`config.mk`:
```
export PLATFORM = sky130hd
export DESIGN_NAME = sigmoid_rr_scheduler
export DESIGN_NICKNAME = d
export VERILOG_FILES = /design/src/rtl/sigmoid_rr_scheduler.sv
export SDC_FILE = /design/constraint.sdc
export NUM_CORES = 1
export LEC_CHECK = 0
export BUFFER_PORTS_ARGS = -buffer_cell sky130_fd_sc_hd__buf_2
export CAP_MARGIN = 15
export CORE_MARGIN = 2
export CORE_UTILIZATION = 42
export DETAILED_ROUTE_END_ITERATION = 8
export HOLD_SLACK_MARGIN = 0.06
export PLACE_DENSITY = 0.95
export SYNTH_ARGS = -nofsm -noshare
export SYNTH_HDL_FRONTEND = slang
export SYNTH_SLANG_ARGS = --single-unit
```
`constraint.sdc`:
```
create_clock -name clk -period 3.9 [get_ports clk]
set_input_delay 0 -clock clk [delete_from_list [all_inputs] [get_ports clk]]
set_output_delay 0 -clock clk [all_outputs]
set_load 0.01 [all_outputs]
```
`src/rtl/sigmoid_rr_scheduler.sv`:
```
// Round-robin scheduler sharing one fixed-latency sigmoid pipe among NUM_REQ requesters.
// Optional issue counter enabled by defining SIGMOID_SCHED_STATS_EN.
module sigmoid_rr_scheduler #(
    parameter int BITSIZE  = 16,
    parameter int NUM_REQ  = 4,
    parameter int PIPE_LAT = 3
) (
    input  logic                       clk,
    input  logic                       reset,
    input  logic [NUM_REQ-1:0]         req_valid,
    input  logic [NUM_REQ*BITSIZE-1:0] req_data,
    output logic [NUM_REQ-1:0]         req_ready,
    output logic [BITSIZE-1:0]         pipe_in,
    input  logic [BITSIZE-1:0]         pipe_out,
    output logic [NUM_REQ-1:0]         rsp_valid,
    output logic [BITSIZE-1:0]         rsp_data,
    input  logic                       flush,
    output logic                       flush_done,
    output logic                       busy,
    output logic [31:0]                issue_count
);

    // state   | meaning
    // S_RUN   | arbitrate, one grant per cycle at most
    // S_DRAIN | no grants, wait for the in-flight results to retire
    // S_DONE  | flush_done pulse, back to S_RUN

    localparam int IW = $clog2(NUM_REQ);
    localparam int CW = $clog2(PIPE_LAT + 1) + 1;

    typedef enum logic [1:0] {
        S_RUN   = 2'd0,
        S_DRAIN = 2'd1,
        S_DONE  = 2'd2
    } state_t;

    state_t            state, state_next;
    logic              arb_en;
    logic [IW-1:0]     ptr;
    logic              grant_any;
    logic [IW-1:0]     grant_idx;
    logic              tag_valid [PIPE_LAT];
    logic [IW-1:0]     tag_idx   [PIPE_LAT];
    logic              last_valid;
    logic [CW-1:0]     count, count_next;

    function automatic logic [IW-1:0] wrap_add(input logic [IW-1:0] base, input int off);
        int s;
        s = int'(base) + off;
        if (s >= NUM_REQ) s = s - NUM_REQ;
        return IW'(s);
    endfunction

    always_ff @(posedge clk or posedge reset) begin
        if (reset) state <= S_RUN;
        else       state <= state_next;
    end

    // Leaving DRAIN on the projected count lets flush_done land the cycle right
    // after the last response instead of one cycle later.
    always_comb begin
        state_next = state;
        case (state)
            S_RUN:   if (flush) state_next = S_DRAIN;
            S_DRAIN: if (count_next == '0) state_next = S_DONE;
            S_DONE:  state_next = S_RUN;
            default: state_next = S_RUN;
        endcase
    end

    always_comb begin
        arb_en     = (state == S_RUN) && !flush;
        flush_done = (state == S_DONE);
    end

    always_comb begin
        grant_any = 1'b0;
        grant_idx = '0;
        if (arb_en) begin
            for (int j = 0; j < NUM_REQ; j++) begin
                if (!grant_any && req_valid[wrap_add(ptr, j)]) begin
                    grant_any = 1'b1;
                    grant_idx = wrap_add(ptr, j);
                end
            end
        end
    end

    always_comb begin
        req_ready = '0;
        if (grant_any) req_ready[grant_idx] = 1'b1;
        pipe_in = grant_any ? req_data[int'(grant_idx)*BITSIZE +: BITSIZE] : '0;
    end

    always_ff @(posedge clk or posedge reset) begin
        if (reset) begin
            ptr <= '0;
        end else if (grant_any) begin
            ptr <= (grant_idx == IW'(NUM_REQ - 1)) ? '0 : grant_idx + IW'(1);
        end
    end

    always_ff @(posedge clk or posedge reset) begin
        if (reset) begin
            for (int i = 0; i < PIPE_LAT; i++) begin
                tag_valid[i] <= 1'b0;
                tag_idx[i]   <= '0;
            end
        end else begin
            tag_valid[0] <= grant_any;
            tag_idx[0]   <= grant_idx;
            for (int i = 1; i < PIPE_LAT; i++) begin
                tag_valid[i] <= tag_valid[i-1];
                tag_idx[i]   <= tag_idx[i-1];
            end
        end
    end

    assign last_valid = tag_valid[PIPE_LAT-1];

    always_comb begin
        rsp_valid = '0;
        for (int i = 0; i < NUM_REQ; i++) begin
            rsp_valid[i] = last_valid && (tag_idx[PIPE_LAT-1] == IW'(i));
        end
    end

    assign rsp_data = pipe_out;

    always_comb begin
        count_next = count;
        if (grant_any && !last_valid)      count_next = count + CW'(1);
        else if (!grant_any && last_valid) count_next = count - CW'(1);
    end

    always_ff @(posedge clk or posedge reset) begin
        if (reset) count <= '0;
        else       count <= count_next;
    end

    assign busy = (count != '0);

`ifdef SIGMOID_SCHED_STATS_EN
    always_ff @(posedge clk or posedge reset) begin
        if (reset)          issue_count <= '0;
        else if (grant_any) issue_count <= issue_count + 32'd1;
    end
`else
    assign issue_count = '0;
`endif

endmodule

```
==> impl_results.md, run 1 <==
* Result of the run: completed
* Leading register cell type out of synthesis: sky130_fd_sc_hd__dfrtp_1
* Number of clock sinks seen by CTS at 16
* Endpoint with the worst hold slack: pipe_in[0]
* RSZ-0062 raised after global routing: no
* Placeable Area at 4354 um^2
* Crit path from: ptr[1]
* Fraction of final layout cells sized beyond drive strength 1 at 0.3364
* Clock insertion delay at the later pin of the skew report at 0.25 ns
* Number of top-level design ports at 161
* Slew at the pin closest to its max-slew limit at 1.042 ns
* Routed via count at 1979
* Worst Setup Slack, final at 0.8948 ns
* Post-route clock period utilization at 0.7706
* Post-layout utilization of the core at 0.5385
* Deepest level of the CTS H-tree at 1
* Layout Area Growth over Synthesis at 24.11%
* Total power density per cell area at 450.9 nW/um^2
* Remaining antenna violation count after routing at 0
* Proportion of synthesized flip-flops having asynchronous set or reset at 1.000
* Wire length of the first global-routing pass at 7.810 mm
* Crit Path Category: register to output port
* Relative slew slack at 0.3050
* Placed cell area at 2110 um^2
* Vias per Instance at 5.181
* Number of buffers on the longest clock path at 2
* Post-CTS setup buffers at 0
* Sequential cell area at 400.4 um^2
* Category of the worst setup path launch point: register
* EDFF count, synth at 0
* Kind of end point of the critical path: output port
* Number of different library cells in the post-synthesis netlist at 37
* Gate count after technology mapping at 243
* Top post-synthesis cells by area: sky130_fd_sc_hd__dfrtp_1 (21%), sky130_fd_sc_hd__buf_4 (21%), sky130_fd_sc_hd__nand2_1 (7.9%)
* Initial drt markers at 109
* Share of the synthesized area in the top cell type at 0.2119
* Worst r2r dst: ptr[1]
* Fin Clk Skew at roughly 0.0035 ns
* Worst-case reg-to-reg path depth at 7
* Width of the chip at 71.07 um
* Post-DP HPWL at a little over 4 mm
* Detailed-route wire length at 5.184 mm
* CTS tree: built
* Most instantiated library cell after synthesis: sky130_fd_sc_hd__buf_4
* Worst hold path depth at 4
* Wirelength per Cell at 13.57 um
* Number of max-slew violations in the final report at 0
* Peak Freq at 0.3328 GHz
* Detailed-routing iteration count for the pre-antenna-repair pass at 4
* Number of port buffers at 96
* Number of global-route vias before repair at 1784
* Buffer type at the clock tree root: sky130_fd_sc_hd__clkbuf_8
* Antenna diodes at 0
* Cell Area, Synth at 1889 um^2
* Number of endpoints failing setup at the final stage at 0
* Worst vdd ir at ~0.00018 V
* Row count at 24
* Synthesized area divided by synthesized cell count at 7.775 um^2
* Startpoint of the most critical register-to-register path: ptr[1]
* Post-route cell area at between 2000 and 2500 um^2
* Initial core utilization at 0.4339
* WP data arrival at 3.01 ns
* Area of the die at 5051 um^2
* Combined area of the multi-input logic cells at 1059 um^2
* Layout filler cell count at 392
* Max-cap violation count at 0
* Final total power at 1.057 mW
* Most used standard cells in the synthesized netlist: sky130_fd_sc_hd__buf_4 (52), sky130_fd_sc_hd__nand2_1 (40), sky130_fd_sc_hd__inv_1 (24)
* Leakage power of the design at 1.277 nW
* Antenna violations before repair at 0
* Maximum number of pins on one net before global-route repair at 33
* Worst min-delay path class: input pin to output port
* Required arrival time at the worst endpoint at 3.90 ns
* Cell accounting for the most synthesized area: sky130_fd_sc_hd__dfrtp_1
* Total negative slack at 0 ns
* Shortest period the worst path allows at 3.005 ns
* DRC violations left at 0
* Clock transition at path regs at 0.06 ns
* Count of warnings emitted by yosys at 0
* Number of synthesized register bits at 16
* Gpl congestion at 0.8229
* Overall overflow remaining after global route at 0
* Sequential area share after synthesis at 0.2119
* Post-cts repair resize count at 0
* Nets@finish at 425
* Setup slack on the worst flop-to-flop path at 1.47 ns
* Startpoint of the lowest-slack hold path: req_data[0]
* Maximum fanout along the worst path at 32
* Vertical die dimension at 71.07 um
* Worst slack after detailed placement at approximately 1.2 ns
* Total CTS buffers at 3
* Number of endpoints with negative hold slack in the final report at 0
* Total routing usage reported by global routing at 0.1899
-- stage by stage --
step | hold WS, ns | cells
3_3_place_gp | 0.00006862 | 360
4_1_cts | 0.3446 | 382
6_report | 0.3430 | 382
2_1_floorplan | -0.08626 | 274
3_5_place_dp | 0.00006862 | 360
5_1_grt | 0.3556 | 382
-- flip-flops by register name, indices dropped and copies added (netlist names) --
signal	count
tag_valid	2
state	2
tag_idx	6
count	3
last_valid	1
ptr	2
-- worst max-delay path, cell delays in order, from the launching register on --
cell	delay, ns
sky130_fd_sc_hd__dfrtp_1	0.47
sky130_fd_sc_hd__inv_1	0.09
sky130_fd_sc_hd__nand3_1	0.45
sky130_fd_sc_hd__and3_1	0.96
sky130_fd_sc_hd__a211oi_1	0.19
sky130_fd_sc_hd__a311oi_1	0.38
sky130_fd_sc_hd__buf_2	0.20
-- cells by family after synthesis --
logic type	count (synthesis)	synth area share
other cells	1	0.001985
simple gates	62	0.1576
fa+ha+maj	7	0.04636
buf+inv	89	0.2894
mux	5	0.02715
flops	16	0.2119
xor+xnor	3	0.01391
compound gates	60	0.2517
-- power breakdown --
| group | total, mW | internal [mW] | switching, mW |
|---|---|---|---|
| Combinational | 0.638 | 0.243 | 0.395 |
| Clock | 0.144 | 0.0895 | 0.0547 |
| Sequential | 0.275 | 0.216 | 0.0592 |
-- repair_timing --
| item | CTS | global route |
|---|---|---|
| hold buffers | 18 | 0 |
| endpoints found under the setup margin | 0 | 0 |
| hold endpoints to repair | 33 | 0 |
-- cell usage in the layout, fill, tap and decap left out, types with 2 or more instances in the layout --
cell type / netlist / final
sky130_fd_sc_hd__a21oi_1: 4 / 4
sky130_fd_sc_hd__buf_2: 2 / 96
sky130_fd_sc_hd__a311oi_1: 16 / 16
sky130_fd_sc_hd__a211oi_1: 17 / 17
sky130_fd_sc_hd__clkbuf_8: 0 / 4
sky130_fd_sc_hd__inv_2: 2 / 2
sky130_fd_sc_hd__dlygate4sd3_1: 0 / 18
sky130_fd_sc_hd__nor2_1: 4 / 4
sky130_fd_sc_hd__and3_1: 2 / 2
sky130_fd_sc_hd__inv_1: 24 / 24
sky130_fd_sc_hd__xnor2_1: 3 / 3
sky130_fd_sc_hd__a31oi_1: 16 / 16
sky130_fd_sc_hd__and2_1: 4 / 4
sky130_fd_sc_hd__dfrtp_1: 16 / 16
sky130_fd_sc_hd__nand2_1: 40 / 40
sky130_fd_sc_hd__mux2i_1: 4 / 4
sky130_fd_sc_hd__conb_1: 1 / 32
sky130_fd_sc_hd__nand2b_1: 3 / 3
sky130_fd_sc_hd__ha_1: 7 / 7
-- layout make-up --
type | count | share of cell area
Multi-Input combinational cell | 169 | 0.4514
Timing Repair Buffer | 115 | 0.2850
Sequential cell | 16 | 0.1708
Inverter | 26 | 0.04162
Tap cell | 52 | 0.02775
Clock buffer | 4 | 0.02348
-- how the worst max path moves through the flow --
| stage | slack [ns] | to | depth (start not counted) |
|---|---|---|---|
| 2_1_floorplan | 2.11 | ptr[1] | 8 |
| 3_3_place_gp | 1.30 | pipe_in[9] | 6 |
| 3_5_place_dp | 1.24 | pipe_in[9] | 6 |
| 4_1_cts | 0.95 | pipe_in[9] | 6 |
| 5_1_grt | 0.61 | pipe_in[14] | 6 |
| 6_report | 0.89 | pipe_in[14] | 6 |
-- routing by layer --
layer / vias up / part of all wire / global-route usage
li1: 934 / - / -
met1: 916 / 0.37 / 0.2220
met2: 114 / 0.54 / 0.3510
met3: 15 / 0.069 / 0.01567
met4: 0 / 0.030 / 0.08386
met5: - / 0 / 0
(Power assumes the default switching activity.)
==> run 2: changes to the inputs <==
--- a/config.mk
+++ b/config.mk
@@ -8,10 +8,10 @@
 export BUFFER_PORTS_ARGS = -buffer_cell sky130_fd_sc_hd__buf_2
 export CAP_MARGIN = 15
 export CORE_MARGIN = 2
-export CORE_UTILIZATION = 42
+export CORE_UTILIZATION = 39
 export DETAILED_ROUTE_END_ITERATION = 8
 export HOLD_SLACK_MARGIN = 0.06
-export PLACE_DENSITY = 0.95
+export PLACE_DENSITY = 0.93
 export SYNTH_ARGS = -nofsm -noshare
 export SYNTH_HDL_FRONTEND = slang
 export SYNTH_SLANG_ARGS = --single-unit
==> constraint.sdc (replaced) <==
create_clock -name clk -period 2.99 [get_ports clk]
set_input_delay 0 -clock clk [delete_from_list [all_inputs] [get_ports clk]]
set_output_delay 0 -clock clk [all_outputs]
set_load 0.01 [all_outputs]
==> run 2 against run 1 <==
Design area up 1.9%. Total power grew 32%. Sequential power is 29% higher. Critical endpoint is now pipe_in[8]. Largest power group unchanged.
==> impl_results.md, run 2 (synthesis results as in run 1) <==
* Result of the run: completed
* Top layer used by detailed routing: met4
* Deepest level of the CTS H-tree at 1
* Bufs and invs on worst path at 2
* Category of the worst setup path launch point: register
* Worst min-delay path class: input pin to register
* Highest cell delay on the worst timing path at 0.52 ns
* Area of the die at between 5000 and 6000 um^2
* Number of max-slew violations in the final report at 0
* Maximum number of pins on one net before global-route repair at 21
* Combined area of the multi-input logic cells at 1059 um^2
* Nets@finish at 429
* Cell internal power dissipation at 753.6 uW
* Number of endpoints failing setup at the final stage at 0
* Fin Clk Skew at 0.001969 ns
* Hold buffer count at cts at 18
* Crit Path Category: register to output port
* Width of the chip at 73.60 um
* Number of clock sinks seen by CTS at 16
* Worst r2r dst: state[0]
* Cell at the slowest stage of the critical path: sky130_fd_sc_hd__and3_1
* Shortest period the worst path allows at 2.517 ns
* Sequential fraction of design power at 0.254
* Wire length of the first global-routing pass at 7.527 mm
* Required arrival time at the worst endpoint at around 3 ns
* Post-CTS setup buffers at 0
* Total power density per cell area at 585.7 nW/um^2
* Post-layout utilization of the core at 0.5093
* Worst-case reg-to-reg path depth at 6
* Switching component of the power at around 650 uW
* Peak Freq at roughly 0.40 GHz
* Routed via count at 1906
* Startpoint of the lowest-slack hold path: req_valid[0]
* Number of top-level design ports at 161
* DRC violations left at 0
* Total routing usage reported by global routing at 0.1761
* Max-cap violation count at 0
* Crit path from: ptr[1]
* Met3 WL post-DR at 247 um
* Vias per Instance at 4.912
* Number of port buffers at 96
* Largest Register: tag_idx
* WP data arrival at 2.52 ns
* Vertical die dimension at 73.60 um
* Setup slack on the worst flop-to-flop path at 1.00 ns
* Clock transition at path regs at around 0.060 ns
* Relative slew slack at 0.4940
* Layout Area Growth over Synthesis at 26.49%
* DRT met1 WL at about 1.9 mm
* Fraction of final layout cells sized beyond drive strength 1 at 0.3443
* Wirelength per Cell at 12.74 um
* Registers with the most flip-flops: tag_idx x6, count x3
* Layout filler cell count at 437
* Dominant delay contributor by cell family on the critical path: simple AND/OR/NAND/NOR gates
* Startpoint of the most critical register-to-register path: state[0]
* Placeable Area at 4692 um^2
* Sequential cell area at about 400 um^2
* Remaining antenna violation count after routing at 0
* Most frequent cells in the layout: sky130_fd_sc_hd__buf_2 (96), sky130_fd_sc_hd__nand2_1 (40), sky130_fd_sc_hd__conb_1 (32)
* RSZ-0062 raised after global routing: no
* Slew at the pin closest to its max-slew limit at 0.7564 ns
* Detailed-route wire length at 4.942 mm
* Total negative slack at 0 ns
* Non-filler cells in the finished layout at 388
* Row count at 25
* Most common cell after layout, fill and taps aside: sky130_fd_sc_hd__buf_2
* Switching share of power at 0.4616
* Post-route clock period utilization at 0.8417
* CTS tree: built
* Maximum fanout along the worst path at 20
* Combinational cell fraction of total power at 0.612
* Final total power at about 1.4 mW
* Initial core utilization at 0.4027
* Placed cell count at 366
* Clock share of power at 0.134
* Gpl congestion at 0.7879
* Post-DP HPWL at 3.909 mm
* Worst vdd ir at 0.0002417 V
* Initial drt markers at 54
* Number of flip-flops under the largest register name at 6
* Kind of end point of the critical path: output port
* Number of buffers on the longest clock path at 2
* Termination of the worst setup path: pipe_in[8]
* Number of global-route vias before repair at 1774
* Number of endpoints with negative hold slack in the final report at 0
* Antenna diodes at 0
* Detailed-routing iteration count for the pre-antenna-repair pass at 4
* Antenna violations before repair at 0
* Total CTS buffers at 3
* Leakage power of the design at 1.300 nW
* Buffer type at the clock tree root: sky130_fd_sc_hd__clkbuf_8
* Routed length on met2 at 2.753 mm
* Sequence of cells on the critical path: mux2i_1, nand2_2, and3_1, buf_12, a211oi_1, a311oi_1, buf_2
* Clock insertion delay at the later pin of the skew report at 0.25 ns
* Post-cts repair resize count at 0
* Final Hold Slack at around 0.3 ns
* Overall overflow remaining after global route at 0
* CP Depth at 7
run 2: worst min-delay path by stage:
stage                   endpoint  cells past startpoint
floorplan               count[0]                      1
global placement     rsp_data[3]                      0
detailed placement   rsp_data[3]                      0
CTS                 tag_valid[2]                      3
global route        tag_valid[2]                      3
finish              tag_valid[2]                      3
run 2: final cells by class:
cell class | instances | share of cell area
Clock buffer | 4 | 0.02304
Inverter | 26 | 0.04084
Multi-Input combinational cell | 169 | 0.4429
Sequential cell | 16 | 0.1675
Tap cell | 54 | 0.02827
Timing Repair Buffer | 119 | 0.2974
run 2: per-stage QoR:
stage	cell area (um^2)	worst slack [ns]
finish	2390	0.4733
global route	2390	0.3147
CTS	2390	0.4757
detailed placement	2155	0.7552
global placement	2155	0.8199
floorplan	2006	1.196
run 2: power by group through the flow:
stage / registers [mW] / clock network, mW / logic, mW
floorplan: 0.336 / 0 / 0.693
global placement: 0.352 / 0 / 0.808
detailed placement: 0.359 / 0 / 0.838
CTS: 0.356 / 0.194 / 0.865
global route: 0.369 / 0.204 / 0.959
finish: 0.356 / 0.188 / 0.856
run 2: metal layers:
| layer | global-route usage | vias to the layer above |
|---|---|---|
| li1 | - | 939 |
| met1 | 0.1918 | 870 |
| met2 | 0.3452 | 89 |
| met3 | 0.01646 | 8 |
| met4 | 0.06465 | 0 |
| met5 | 0 | - |
run 2: worst min-delay path, delay by kind of cell:
kind / cells / cell delay (ns)
AO/OA/AOI/OAI: 1 / 0.14
buffers and inverters: 2 / 0.33
